File: config.mk
export PLATFORM = sky130hd
export DESIGN_NAME = nvdla_csb_master
export DESIGN_NICKNAME = d
export VERILOG_FILES = /design/src/rtl/nvdla_package.sv /design/src/rtl/nvdla_csb_master.sv
export SDC_FILE = /design/constraint.sdc
export NUM_CORES = 1
export LEC_CHECK = 0
export BUFFER_PORTS_ARGS = -buffer_cell sky130_fd_sc_hd__buf_2
export CORE_UTILIZATION = 48
export CTS_CLUSTER_SIZE = 20
export DETAILED_ROUTE_END_ITERATION = 7
export HOLD_SLACK_MARGIN = 0.12
export MAX_ROUTING_LAYER = met4
export PLACE_DENSITY = 0.79
export REMOVE_ABC_BUFFERS = 1
export SLEW_MARGIN = 5
export SYNTH_ARGS = -nofsm -noshare
export SYNTH_HDL_FRONTEND = slang
export SYNTH_SLANG_ARGS = --single-unit
File: constraint.sdc
create_clock -name clk_i -period 3.3 [get_ports clk_i]
set_clock_uncertainty 0.1 [all_clocks]
set_input_delay 0.33 -clock clk_i [delete_from_list [all_inputs] [get_ports clk_i]]
set_output_delay 0.33 -clock clk_i [all_outputs]
set_load 0.01 [all_outputs]
File: src/rtl/nvdla_package.sv
// Shared CSB types for the NVDLA integration: bus widths, request and
// response bundles, and the master FSM state encoding.
package nvdla_package;

  localparam int CSB_ADDR_W = 16;
  localparam int CSB_DATA_W = 32;

  typedef struct packed {
    logic [CSB_ADDR_W-1:0] addr;
    logic [CSB_DATA_W-1:0] wdat;
    logic                  write;
    logic                  nposted;
  } csb_req_t;

  typedef struct packed {
    logic [CSB_DATA_W-1:0] rdata;
    logic                  error;
  } csb_rsp_t;

  typedef enum logic [1:0] {
    IDLE,
    REQ,
    WAIT,
    RESP
  } csb_master_state_t;

endpackage

File: src/rtl/nvdla_csb_master.sv
// CSB initiator: one outstanding register transaction at a time, with a
// bounded wait for read data / write completion and a sticky flag for
// responses nobody asked for.
module nvdla_csb_master
  import nvdla_package::*;
#(
  parameter int ADDR_W         = CSB_ADDR_W,
  parameter int DATA_W         = CSB_DATA_W,
  parameter int TIMEOUT_CYCLES = 1024
) (
  input  logic              clk_i,
  input  logic              rst_i,
  input  logic              clear_i,
  input  logic              req_valid_i,
  output logic              req_ready_o,
  input  logic [ADDR_W-1:0] req_addr_i,
  input  logic [DATA_W-1:0] req_wdat_i,
  input  logic              req_write_i,
  input  logic              req_nposted_i,
  output logic              rsp_valid_o,
  input  logic              rsp_ready_i,
  output logic [DATA_W-1:0] rsp_rdata_o,
  output logic              rsp_error_o,
  output logic              csb_valid_o,
  input  logic              csb_ready_i,
  output logic [ADDR_W-1:0] csb_addr_o,
  output logic [DATA_W-1:0] csb_wdat_o,
  output logic              csb_write_o,
  output logic              csb_nposted_o,
  input  logic              csb_rvalid_i,
  input  logic [DATA_W-1:0] csb_rdata_i,
  input  logic              csb_wr_complete_i,
  output logic              busy_o,
  output logic              stray_o
);

  localparam int              CNT_W    = (TIMEOUT_CYCLES > 2) ? $clog2(TIMEOUT_CYCLES) : 1;
  localparam logic [CNT_W-1:0] CNT_LAST = CNT_W'(TIMEOUT_CYCLES - 1);

  csb_master_state_t state, state_nxt;
  logic [ADDR_W-1:0] addr, addr_nxt;
  logic [DATA_W-1:0] wdat, wdat_nxt;
  logic              write, write_nxt;
  logic              nposted, nposted_nxt;   // already qualified with write
  logic [DATA_W-1:0] rdata, rdata_nxt;
  logic              error, error_nxt;
  logic [CNT_W-1:0]  cnt, cnt_nxt;
  logic              stray, stray_nxt;
  logic              want_rd, want_wc, rd_hit, wc_hit, mismatch;

  // Which response type the captured transaction is waiting for.
  always_comb begin
    want_rd  = !write;
    want_wc  = nposted;
    rd_hit   = want_rd && csb_rvalid_i;
    wc_hit   = want_wc && csb_wr_complete_i;
    mismatch = (csb_rvalid_i && !want_rd) || (csb_wr_complete_i && !want_wc);
  end

  // Next-state, capture and stray detection; clear overrides everything last.
  always_comb begin
    state_nxt   = state;
    addr_nxt    = addr;
    wdat_nxt    = wdat;
    write_nxt   = write;
    nposted_nxt = nposted;
    rdata_nxt   = rdata;
    error_nxt   = error;
    cnt_nxt     = cnt;
    stray_nxt   = stray;
    case (state)
      IDLE: begin
        if (csb_rvalid_i || csb_wr_complete_i) stray_nxt = 1'b1;
        if (req_valid_i) begin
          addr_nxt    = req_addr_i;
          wdat_nxt    = req_wdat_i;
          write_nxt   = req_write_i;
          nposted_nxt = req_write_i && req_nposted_i;
          rdata_nxt   = '0;
          error_nxt   = 1'b0;
          state_nxt   = REQ;
        end
      end
      REQ: begin
        if (csb_ready_i) begin
          if (mismatch) stray_nxt = 1'b1;
          if (write && !nposted) begin
            state_nxt = RESP;
          end else if (rd_hit) begin
            rdata_nxt = csb_rdata_i;
            state_nxt = RESP;
          end else if (wc_hit) begin
            state_nxt = RESP;
          end else begin
            cnt_nxt   = '0;
            state_nxt = WAIT;
          end
        end else if (csb_rvalid_i || csb_wr_complete_i) begin
          stray_nxt = 1'b1;
        end
      end
      WAIT: begin
        cnt_nxt = cnt + CNT_W'(1);
        if (mismatch) stray_nxt = 1'b1;
        if (rd_hit) begin
          rdata_nxt = csb_rdata_i;
          state_nxt = RESP;
        end else if (wc_hit) begin
          state_nxt = RESP;
        end else if (cnt == CNT_LAST) begin
          error_nxt = 1'b1;
          state_nxt = RESP;
        end
      end
      RESP: begin
        if (csb_rvalid_i || csb_wr_complete_i) stray_nxt = 1'b1;
        if (rsp_ready_i) state_nxt = IDLE;
      end
      default: state_nxt = IDLE;
    endcase
    if (clear_i) begin
      state_nxt   = IDLE;
      addr_nxt    = '0;
      wdat_nxt    = '0;
      write_nxt   = 1'b0;
      nposted_nxt = 1'b0;
      rdata_nxt   = '0;
      error_nxt   = 1'b0;
      cnt_nxt     = '0;
      stray_nxt   = 1'b0;
    end
  end

  // State and captured transaction registers.
  always_ff @(posedge clk_i or posedge rst_i) begin
    if (rst_i) begin
      state   <= IDLE;
      addr    <= '0;
      wdat    <= '0;
      write   <= 1'b0;
      nposted <= 1'b0;
      rdata   <= '0;
      error   <= 1'b0;
      cnt     <= '0;
      stray   <= 1'b0;
    end else begin
      state   <= state_nxt;
      addr    <= addr_nxt;
      wdat    <= wdat_nxt;
      write   <= write_nxt;
      nposted <= nposted_nxt;
      rdata   <= rdata_nxt;
      error   <= error_nxt;
      cnt     <= cnt_nxt;
      stray   <= stray_nxt;
    end
  end

  assign req_ready_o   = (state == IDLE) && !rst_i && !clear_i;
  assign csb_valid_o   = (state == REQ);
  assign csb_addr_o    = addr;
  assign csb_wdat_o    = wdat;
  assign csb_write_o   = write;
  assign csb_nposted_o = nposted;
  assign rsp_valid_o   = (state == RESP);
  assign rsp_rdata_o   = rdata;
  assign rsp_error_o   = error;
  assign busy_o        = (state != IDLE);
  assign stray_o       = stray;

endmodule

==> impl_metrics.tcl <==
set metrics [dict create \
    globalRouteOverflowTotal 0 \
    ir_drop_v 0.000391 \
    antenna_found_initial 1 \
    cts_buffers 9 \
    hold_class "in -> reg" \
    wirelength_um 12400 \
    holdWs_ns 0.276 \
    drt_iter0_markers 242 \
    async_flop_share_pct 100 \
    fp.dieH_um 95.7 \
    maxSlewViolCount 0 \
    clock-root-buffer "clkbuf_8" \
    rsz0062_at_grt "no" \
    top_layer "met4" \
    postCtsSetupBuffers 0 \
    setup_tns_ns 0 \
    crit_path_cell_trace "inv_1, ha_1, and2_1, nand4b_1, and3_1, a311o_1" \
    outcome "finished, final reports clean" \
    drt_pass1_iterations 4 \
    synth_edf_count 0 \
    synthCells 367 \
    final_cell_mix "177 x buf_2, 96 x dfrtp_1, 83 x dlygate4sd3_1" \
    clock_latency_ns 0.35 \
    ant_nets 0 \
    final_common_cell "buf_2" \
    cts_buffer_depth 2 \
    synth.area.top_cells "dfrtp_1 57%, a22o_1 10%, mux2i_1 8.1%" \
    gp_congestion 0.838 \
    ys_ff_latch 96 \
    maxCapViolations 0 \
    die-width_um 95.7 \
    synthFlopType "dfrtp_1" \
    wl_met1_um 4830 \
    cts.sinks 96 \
    synth_top_area_cell "dfrtp_1" \
    slew_headroom_pct 50.5 \
    cts_tree "yes" \
    pwr_density_cell_nw_per_um2 627 \
    min_period_ns 2.40 \
    finalHoldViolCount 0 \
    dp_hpwl_um 7300 \
    cp.required_ns 3.44 \
    routedWlPerCell_um 16.9 \
    grt_pass1_wl_um 19300 \
    critical-path-max-stage-delay_ns 0.44 \
    slowest_stage "dfrtp_1" \
    finalCritPeriodShare_pct 72.6 \
    grt_util_all_layers_pct 29.1 \
    ios 178 \
    p_leak_nw 3.23 \
    worstSetupPathType "reg -> reg" \
    initial_utilization_pct 50.5 \
    drc 0 \
    nets 718 \
    htreeDepth 3 \
    syn_area_per_cell_um2 11.5 \
    cp.buffers_inverters 1 \
    core_um2 8340 \
    wl_met3_um 703 \
    crit_path_end_kind "flop" \
    crit_family "simple AND/OR/NAND/NOR gates" \
    grt_max_degree 62 \
    synthesis.area_um2 4210 \
    rows 33 \
    die-area_um2 9150 \
    synthToLayoutAreaGrowth_pct 46.8 \
    yosys.area.top_type_share_pct 57.1 \
    crit_path_start_kind "flop" \
    num_vias 3916 \
    yosysWarnings 0 \
    wl_met2_um 6370 \
    fin_util_pct 74.1 \
    layout-drive-gt1-share_pct 33.0 \
    worstMarginPinSlew_ns 0.743 \
    yosysSeqAreaShare_pct 57.1 \
    io_buffers 177 \
    cts_resized 0 \
    ys_types 44 \
    fmaxAchievable_mhz 417 \
    path_clk_slew_ns 0.09 \
    crit_arrival_ns 2.54 \
    worst-path-max-fanout 12 \
    setup_viol 0 \
    grt_pass1_vias 4077 \
    viasPerCell 5.34 \
]
[worst paths after layout]
| check | start | end | slack [ns] | cells past startpoint |
|---|---|---|---|---|
| max in group asynchronous | rst_i | csb_wdat_o[26]$_DFFE_PP0P_ | 1.76 | 4 |
| min | csb_rvalid_i | stray_o$_DFF_PP0_ | 0.28 | 3 |
| min reg2reg | csb_addr_o[9]$_DFFE_PP0P_ | csb_addr_o[9]$_DFFE_PP0P_ | 0.41 | 1 |
| max reg2reg | state[1]$_DFFE_PP0P_ | cnt[3]$_DFFE_PP0P_ | 0.90 | 6 |
| max | state[1]$_DFFE_PP0P_ | cnt[3]$_DFFE_PP0P_ | 0.90 | 6 |
| min in group asynchronous | rst_i | rsp_rdata_o[26]$_DFFE_PP0P_ | 0.58 | 3 |
[report_power, final]
part / leakage [nW] / switching (mW) / internal [mW]
combinational: 1.83 / 0.893 / 0.679
sequential: 1.30 / 0.172 / 1.43
clock: 0.0935 / 0.420 / 0.276
[flip-flops by register name, indices dropped and copies added, names as in the netlist]
register,cells
csb_addr_o,16
cnt,10
rsp_rdata_o,32
rsp_error_o,1
csb_wdat_o,32
stray_o,1
csb_nposted_o,1
state,2
csb_write_o,1
[routing by layer]
| metal | vias to the layer above | track usage (%) |
|---|---|---|
| li1 | 1787 | - |
| met3 | 47 | 4.78 |
| met1 | 1910 | 33.3 |
| met2 | 172 | 49.2 |
| met4 | 0 | 14.8 |
| met5 | - | - |
[layout make-up]
class | instances | area, um2
diodes | 1 | 2.50
clock buffers | 9 | 124
flip-flops and latches | 96 | 2400
multi-input cells | 204 | 1540
clock inverters | 7 | 46.3
inverters | 45 | 171
well taps | 105 | 131
repair buffers | 266 | 1760
fillers | 544 | 2160
[cell usage after synthesis, drive strengths merged, types with 5 or more instances]
cell type and number:
dfrtp 96, a22o 49, inv 45, nand2 37, mux2i 34, clkbuf 17
a21oi 11, o22ai 7, ha 6, buf 5, nand2b 5, nor2b 5
nor3 5
[kinds of logic after synthesis]
| logic type | synth area share (%) |
|---|---|
| compound gates | 16.2 |
| fa+ha+maj | 1.78 |
| buf+inv | 6.83 |
| flops | 57.1 |
| mux | 8.35 |
| simple gates | 9.75 |
[per-stage QoR]
stage | worst slack (ns) | power, mW | cell area (um2) | std cells
after floorplan | 0.210 | 2.51 | 4090 | 345
after global placement | 1.12 | 3.01 | 5180 | 633
after detailed placement | 0.951 | 3.08 | 5180 | 633
after CTS | 0.933 | 3.84 | 6180 | 732
after global routing | 0.706 | 4.10 | 6180 | 733
final | 0.903 | 3.87 | 6180 | 733
[tightest hold or removal path, cell delays in order]
cell	delay, ns
buf_2	0.12
nor3_1	0.14
o41ai_1	0.10
[timing repair]
item                                   CTS  global route
hold buffers                            83             0
setup endpoints to repair                0             0
endpoints found under the hold margin  141             0
No activity file was read; power rests on OpenSTA's default activity.
